`config.mk`:
```
export PLATFORM = sky130hd
export DESIGN_NAME = seq_multiplier
export DESIGN_NICKNAME = d
export VERILOG_FILES = /design/src/rtl/mul_pkg.sv /design/src/rtl/mul_step.sv /design/src/rtl/seq_multiplier.sv
export SDC_FILE = /design/constraint.sdc
export NUM_CORES = 1
export LEC_CHECK = 0
export CORE_ASPECT_RATIO = 0.7
export CORE_MARGIN = 5
export CORE_UTILIZATION = 40
export CTS_CLUSTER_DIAMETER = 40
export DETAILED_ROUTE_END_ITERATION = 10
export PLACE_DENSITY = 0.64
export SLEW_MARGIN = 20
export SYNTH_ARGS = -nofsm -noshare
export SYNTH_HDL_FRONTEND = slang
export SYNTH_SLANG_ARGS = --single-unit
export TNS_END_PERCENT = 100
```
`constraint.sdc`:
```
create_clock -name clk -period 2.7 [get_ports clk]
set_input_delay 0.27 -clock clk [delete_from_list [all_inputs] [get_ports clk]]
set_output_delay 0.27 -clock clk [all_outputs]
set_load 0.05 [all_outputs]
```
`src/rtl/mul_pkg.sv`:
```
// rtl/mul_pkg.sv - shared types and constants for the sequential shift-and-add multiplier
package mul_pkg;

  typedef enum logic [1:0] {
    IDLE = 2'd0,
    CALC = 2'd1,
    DONE = 2'd2
  } mul_state_e;

  localparam int MUL_WIDTH_DEFAULT = 8;

  // Counter must reach WIDTH-1; one spare bit keeps the compare unambiguous.
  function automatic int mul_cnt_w(input int width);
    return $clog2(width) + 1;
  endfunction

endpackage

```
`src/rtl/mul_step.sv`:
```
// rtl/mul_step.sv - one shift-and-add iteration: conditionally add the shifted multiplicand
module mul_step
  import mul_pkg::*;
#(
  parameter int WIDTH = MUL_WIDTH_DEFAULT
) (
  input  logic [2*WIDTH-1:0] acc,
  input  logic [2*WIDTH-1:0] mcand,
  input  logic               mplier_lsb,
  output logic [2*WIDTH-1:0] acc_next
);

  // The product of two WIDTH-bit values fits in 2*WIDTH bits, so truncation is lossless.
  always_comb begin
    acc_next = acc;
    if (mplier_lsb) begin
      acc_next = acc + mcand;
    end
  end

endmodule

```
`src/rtl/seq_multiplier.sv`:
```
// rtl/seq_multiplier.sv - WIDTH-cycle shift-and-add multiplier with start/busy/done handshake
// Optional two's-complement operands when SEQ_MULTIPLIER_SIGNED_EN is defined.
module seq_multiplier
  import mul_pkg::*;
#(
  parameter int WIDTH = MUL_WIDTH_DEFAULT
) (
  input  logic               clk,
  input  logic               rst_n,
  input  logic               start,
  input  logic [WIDTH-1:0]   A,
  input  logic [WIDTH-1:0]   B,
  output logic               busy,
  output logic               done,
  output logic [2*WIDTH-1:0] MUL_Out
);

  localparam int PW    = 2 * WIDTH;
  localparam int CNT_W = mul_cnt_w(WIDTH);
  localparam logic [CNT_W-1:0] LAST_CNT = CNT_W'(WIDTH - 1);

  mul_state_e       state;
  mul_state_e       state_next;
  logic [PW-1:0]    mcand;
  logic [PW-1:0]    acc;
  logic [PW-1:0]    acc_next;
  logic [PW-1:0]    product;
  logic [WIDTH-1:0] mplier;
  logic [WIDTH-1:0] a_lat;
  logic [WIDTH-1:0] b_lat;
  logic [CNT_W-1:0] cnt;
  logic             accept;
  logic             last_step;

  // DONE accepts a new start just like IDLE so back-to-back operations lose no cycle.
  assign accept    = start && ((state == IDLE) || (state == DONE));
  assign last_step = (state == CALC) && (cnt == LAST_CNT);

`ifdef SEQ_MULTIPLIER_SIGNED_EN
  logic neg;
  logic neg_in;

  // Negating the most-negative value wraps to 2^(WIDTH-1), its correct unsigned magnitude.
  assign a_lat   = A[WIDTH-1] ? (~A + 1'b1) : A;
  assign b_lat   = B[WIDTH-1] ? (~B + 1'b1) : B;
  assign neg_in  = A[WIDTH-1] ^ B[WIDTH-1];
  assign product = neg ? (~acc_next + 1'b1) : acc_next;

  always_ff @(posedge clk or negedge rst_n) begin
    if (!rst_n) begin
      neg <= 1'b0;
    end else if (accept) begin
      neg <= neg_in;
    end
  end
`else
  assign a_lat   = A;
  assign b_lat   = B;
  assign product = acc_next;
`endif

  mul_step #(
    .WIDTH(WIDTH)
  ) u_step (
    .acc       (acc),
    .mcand     (mcand),
    .mplier_lsb(mplier[0]),
    .acc_next  (acc_next)
  );

  always_ff @(posedge clk or negedge rst_n) begin
    if (!rst_n) begin
      state <= IDLE;
    end else begin
      state <= state_next;
    end
  end

  always_comb begin
    state_next = state;
    case (state)
      IDLE:    if (start) state_next = CALC;
      CALC:    if (cnt == LAST_CNT) state_next = DONE;
      DONE:    state_next = start ? CALC : IDLE;
      default: state_next = IDLE;
    endcase
  end

  always_comb begin
    busy = 1'b0;
    done = 1'b0;
    case (state)
      CALC:    busy = 1'b1;
      DONE:    done = 1'b1;
      default: ;
    endcase
  end

  always_ff @(posedge clk or negedge rst_n) begin
    if (!rst_n) begin
      mcand   <= '0;
      mplier  <= '0;
      acc     <= '0;
      cnt     <= '0;
      MUL_Out <= '0;
    end else if (accept) begin
      mcand  <= {{WIDTH{1'b0}}, a_lat};
      mplier <= b_lat;
      acc    <= '0;
      cnt    <= '0;
    end else if (state == CALC) begin
      acc    <= acc_next;
      mcand  <= mcand << 1;
      mplier <= mplier >> 1;
      cnt    <= cnt + CNT_W'(1);
      if (last_step) begin
        MUL_Out <= product;
      end
    end
  end

endmodule
```
==> metrics.csv <==
metric,value,unit
row cnt,27,
Initial Util,0.4145,
combinational power share,0.508,
Root Driver,clkbuf_16,
Final Cycle Share,0.9366,
final setup fails,0,
Synth Register Bits,62,
CTS tree,built,
layout cells sized above 1,0.1129,
grt peak-use layer,met1,
switching share of total power,0.4339,
dpl hpwl,5406,um
GR Util met2,0.2078,
hold crit path type,primary input to async pin,
1st-iter DRT viols,176,
Die Y,85.89,um
dpl ws,0.08247,ns
met3 GRT Util,0.04746,
wire per inst,15.70,um
Post-CTS Hold Fix Bufs,0,
"Slew Viols, Final",0,
ANT nets after route,0,
CP Depth,9,
Int Pwr,3.304,mW
vias per cell,5.421,
YS warnings,0,
Antenna Diode Count,0,
crit path max fanout,3,
critical path arrival,2.72,ns
filler instances,717,
Worst Setup End Kind,register,
static leakage,1.920,nW
GRT met1 Usage,0.2406,
placed insts,466,
vias,2613,
min Tclk post-route,2.529,ns
Mapped Area,3291,sq um
Achievable Freq,395.5,MHz
Num CTS Buffers,9,
number of max-cap violations,0,
Final Util,0.5166,
Most used DFF post-synth,dfrtp_1,
Critical Path End,MUL_Out[12],
outcome,finished with violations,
RSZ-0062 raised after global routing,false,
WS Path Type,register to register,
synth top area cells,"dfrtp_1, nand2_1, ha_1, o21ai_0, a22oi_1",
die width,118.4,um
Synth-to-Final Area Change,24.64,%
largest net degree at the start of global routing,31,
I/O pins,37,
sw power,2.532,mW
number of global-route vias before repair,2507,
Pwr per Cell Area,1423,nW/um^2
CP peak stage delay,0.40,ns
die area,10170,sq um
Core Area,7939,sq um
sequential share of power,0.284,
final-stage net count,412,
family with the most delay on the worst path,compound AO/OA/AOI/OAI gates,
grt total ovfl,0,
crit path max-delay cell type,dfrtp_1,
Slew @ Worst Pin,0.8952,ns
area occupied by registers,1551,sq um
Post-Synthesis Cells,337,
Post-Layout Cell Count,482,
RR Startpoint,mcand[0],
failing checks,hold timing,
global-route wire length before repair,12770,um
post_cts resized,0,
R2R cell count,9,
register area share after synthesis,0.4715,
I/O Buffers,36,
"Clk Latency, worst-skew pair",0.33,ns
gr usage total,0.1562,
Rel. slew slack,0.4010,
final WL,7569,um
WP buf/inv,0,
Clock power frac,0.208,
clk_skew,0.004287,ns
WHS,-0.01722,ns
multi-input logic area,1645,sq um
clock sink count,62,
async set-or-reset flop fraction in the synthesized netlist,1.000,
Synth Area per Inst,9.765,sq um
CTS max path bufs,2,
hold violation count in the final report,28,
syn nets,373,
Critical Path RT,2.89,ns
Worst R2R End,MUL_Out[12],
First-pass DRT Iterations,5,
CP Launch Type,register,
"critical path, cell by cell",ha_2 -> fa_2 -> a21o_2 -> a31oi_2 -> o21ai_1 -> a221o_1 -> a21oi_1 -> xor2_1 -> a311oi_1,
setup bufs post-CTS,0,
setup ws final,0.1713,ns
worst vdd ir,0.7968,mV
Yosys top cell area share,0.4715,
setup_tns,0,ns
H-tree depth,3,
worst reg-to-reg setup slack,0.17,ns
"Reg clk slew, reported paths",0.05,ns
Placer Congestion,0.8498,
"area leader, netlist",dfrtp_1,
"Distinct cells, synth",46,
start point of the critical path,mcand[0],
Post-synth EDFFs,0,
DRC,0,
initial antenna violation count,0,
synth_stat cells (2+ instances only):
library cell / instances
o21ai_1: 2
clkbuf_1: 13
o211ai_1: 3
inv_1: 8
a311oi_1: 2
xnor2_1: 9
a21o_2: 2
xor2_1: 5
ha_1: 16
buf_4: 2
o21ai_0: 28
nor2b_1: 4
buf_1: 3
a211oi_1: 2
nor2_1: 15
nand2_1: 63
and3_1: 2
mux2i_1: 9
dfrtp_1: 62
a22o_1: 11
nand4_1: 2
a21o_1: 7
nand3_1: 17
a22oi_1: 14
mux2_2: 3
a21oi_1: 11
nor3_1: 2
o21a_1: 2
layout by cell type, fill, tap and decap left out, types with 2 or more instances in the layout:
cell type and count:
clkbuf_8 4, nor2b_1 4, xor2_1 5, a211oi_1 2
dfrtp_1 62, mux2_2 3, a21o_1 7, o21ai_0 28
nand4_1 2, a311oi_1 2, nand2_1 63, o211ai_1 3
o21a_1 2, a21o_2 2, nor3_1 2, clkdlybuf4s50_1 34
xnor2_1 9, and3_1 2, nand3_1 17, ha_1 15
nor2_1 15, mux2i_1 9, a22o_1 11, a22oi_1 14
clkinv_2 2, clkbuf_16 9, inv_1 8, a21oi_1 11
buf_4 11, o21ai_1 2
how the worst min path moves through the flow:
stage	to	slack, ns	cells after the start
final	MUL_Out[5]	-0.02	1
after global routing	MUL_Out[3]	0.05	1
after CTS	MUL_Out[3]	0.003	1
after detailed placement	MUL_Out[5]	0.35	1
after global placement	MUL_Out[3]	0.34	1
after floorplan	MUL_Out[0]	-0.03	0
routing by layer:
metal  wire length, um  vias to the layer above
met5                 0                        -
met4                79                        0
met3               436                        9
met2              2969                       68
met1              4084                     1244
li1                  -                     1292
state kept, by name (all words and copies together) (netlist names):
| signal | count |
|---|---|
| mplier | 8 |
| state | 2 |
| cnt | 4 |
| MUL_Out | 16 |
| acc | 16 |
| mcand | 16 |
cells by family (layout without fill, tap and decap cells):
logic type | Yosys count | in the layout | share of synthesized area
DFF | 62 | 62 | 0.4715
and+or+nand+nor | 107 | 107 | 0.1384
buffers and inverters | 26 | 70 | 0.03194
muxes | 12 | 12 | 0.03764
AOI/OAI and AO/OA | 99 | 99 | 0.2164
adders and majority gates | 17 | 17 | 0.06692
xor gates and xnor gates | 14 | 14 | 0.03726
stage by stage:
| step | area [sq um] | power [mW] | hold WS [ns] |
|---|---|---|---|
| after CTS | 4090 | 5.843 | 0.002994 |
| after detailed placement | 3770 | 4.605 | 0.3500 |
| after floorplan | 3291 | 3.791 | -0.02559 |
| final | 4101 | 5.837 | -0.01722 |
| after global routing | 4101 | 6.254 | 0.05271 |
| after global placement | 3770 | 4.542 | 0.3402 |
power by group through the flow:
stage / clock, mW / combinational, mW / sequential (mW)
2_1_floorplan: 0 / 1.81 / 1.98
3_3_place_gp: 0 / 2.89 / 1.65
3_5_place_dp: 0 / 2.94 / 1.66
4_1_cts: 1.23 / 2.96 / 1.65
5_1_grt: 1.28 / 3.26 / 1.71
6_report: 1.22 / 2.96 / 1.66
area by class of cell:
type | instances | share of cell area
timing repair buffer | 46 | 0.1043
inverter | 8 | 0.007322
multi-input combinational | 249 | 0.4012
clock buffer | 13 | 0.06833
sequential | 62 | 0.3783
tap | 101 | 0.03081
clock inverter | 3 | 0.009762
No activity file was read; power rests on OpenSTA's default activity.
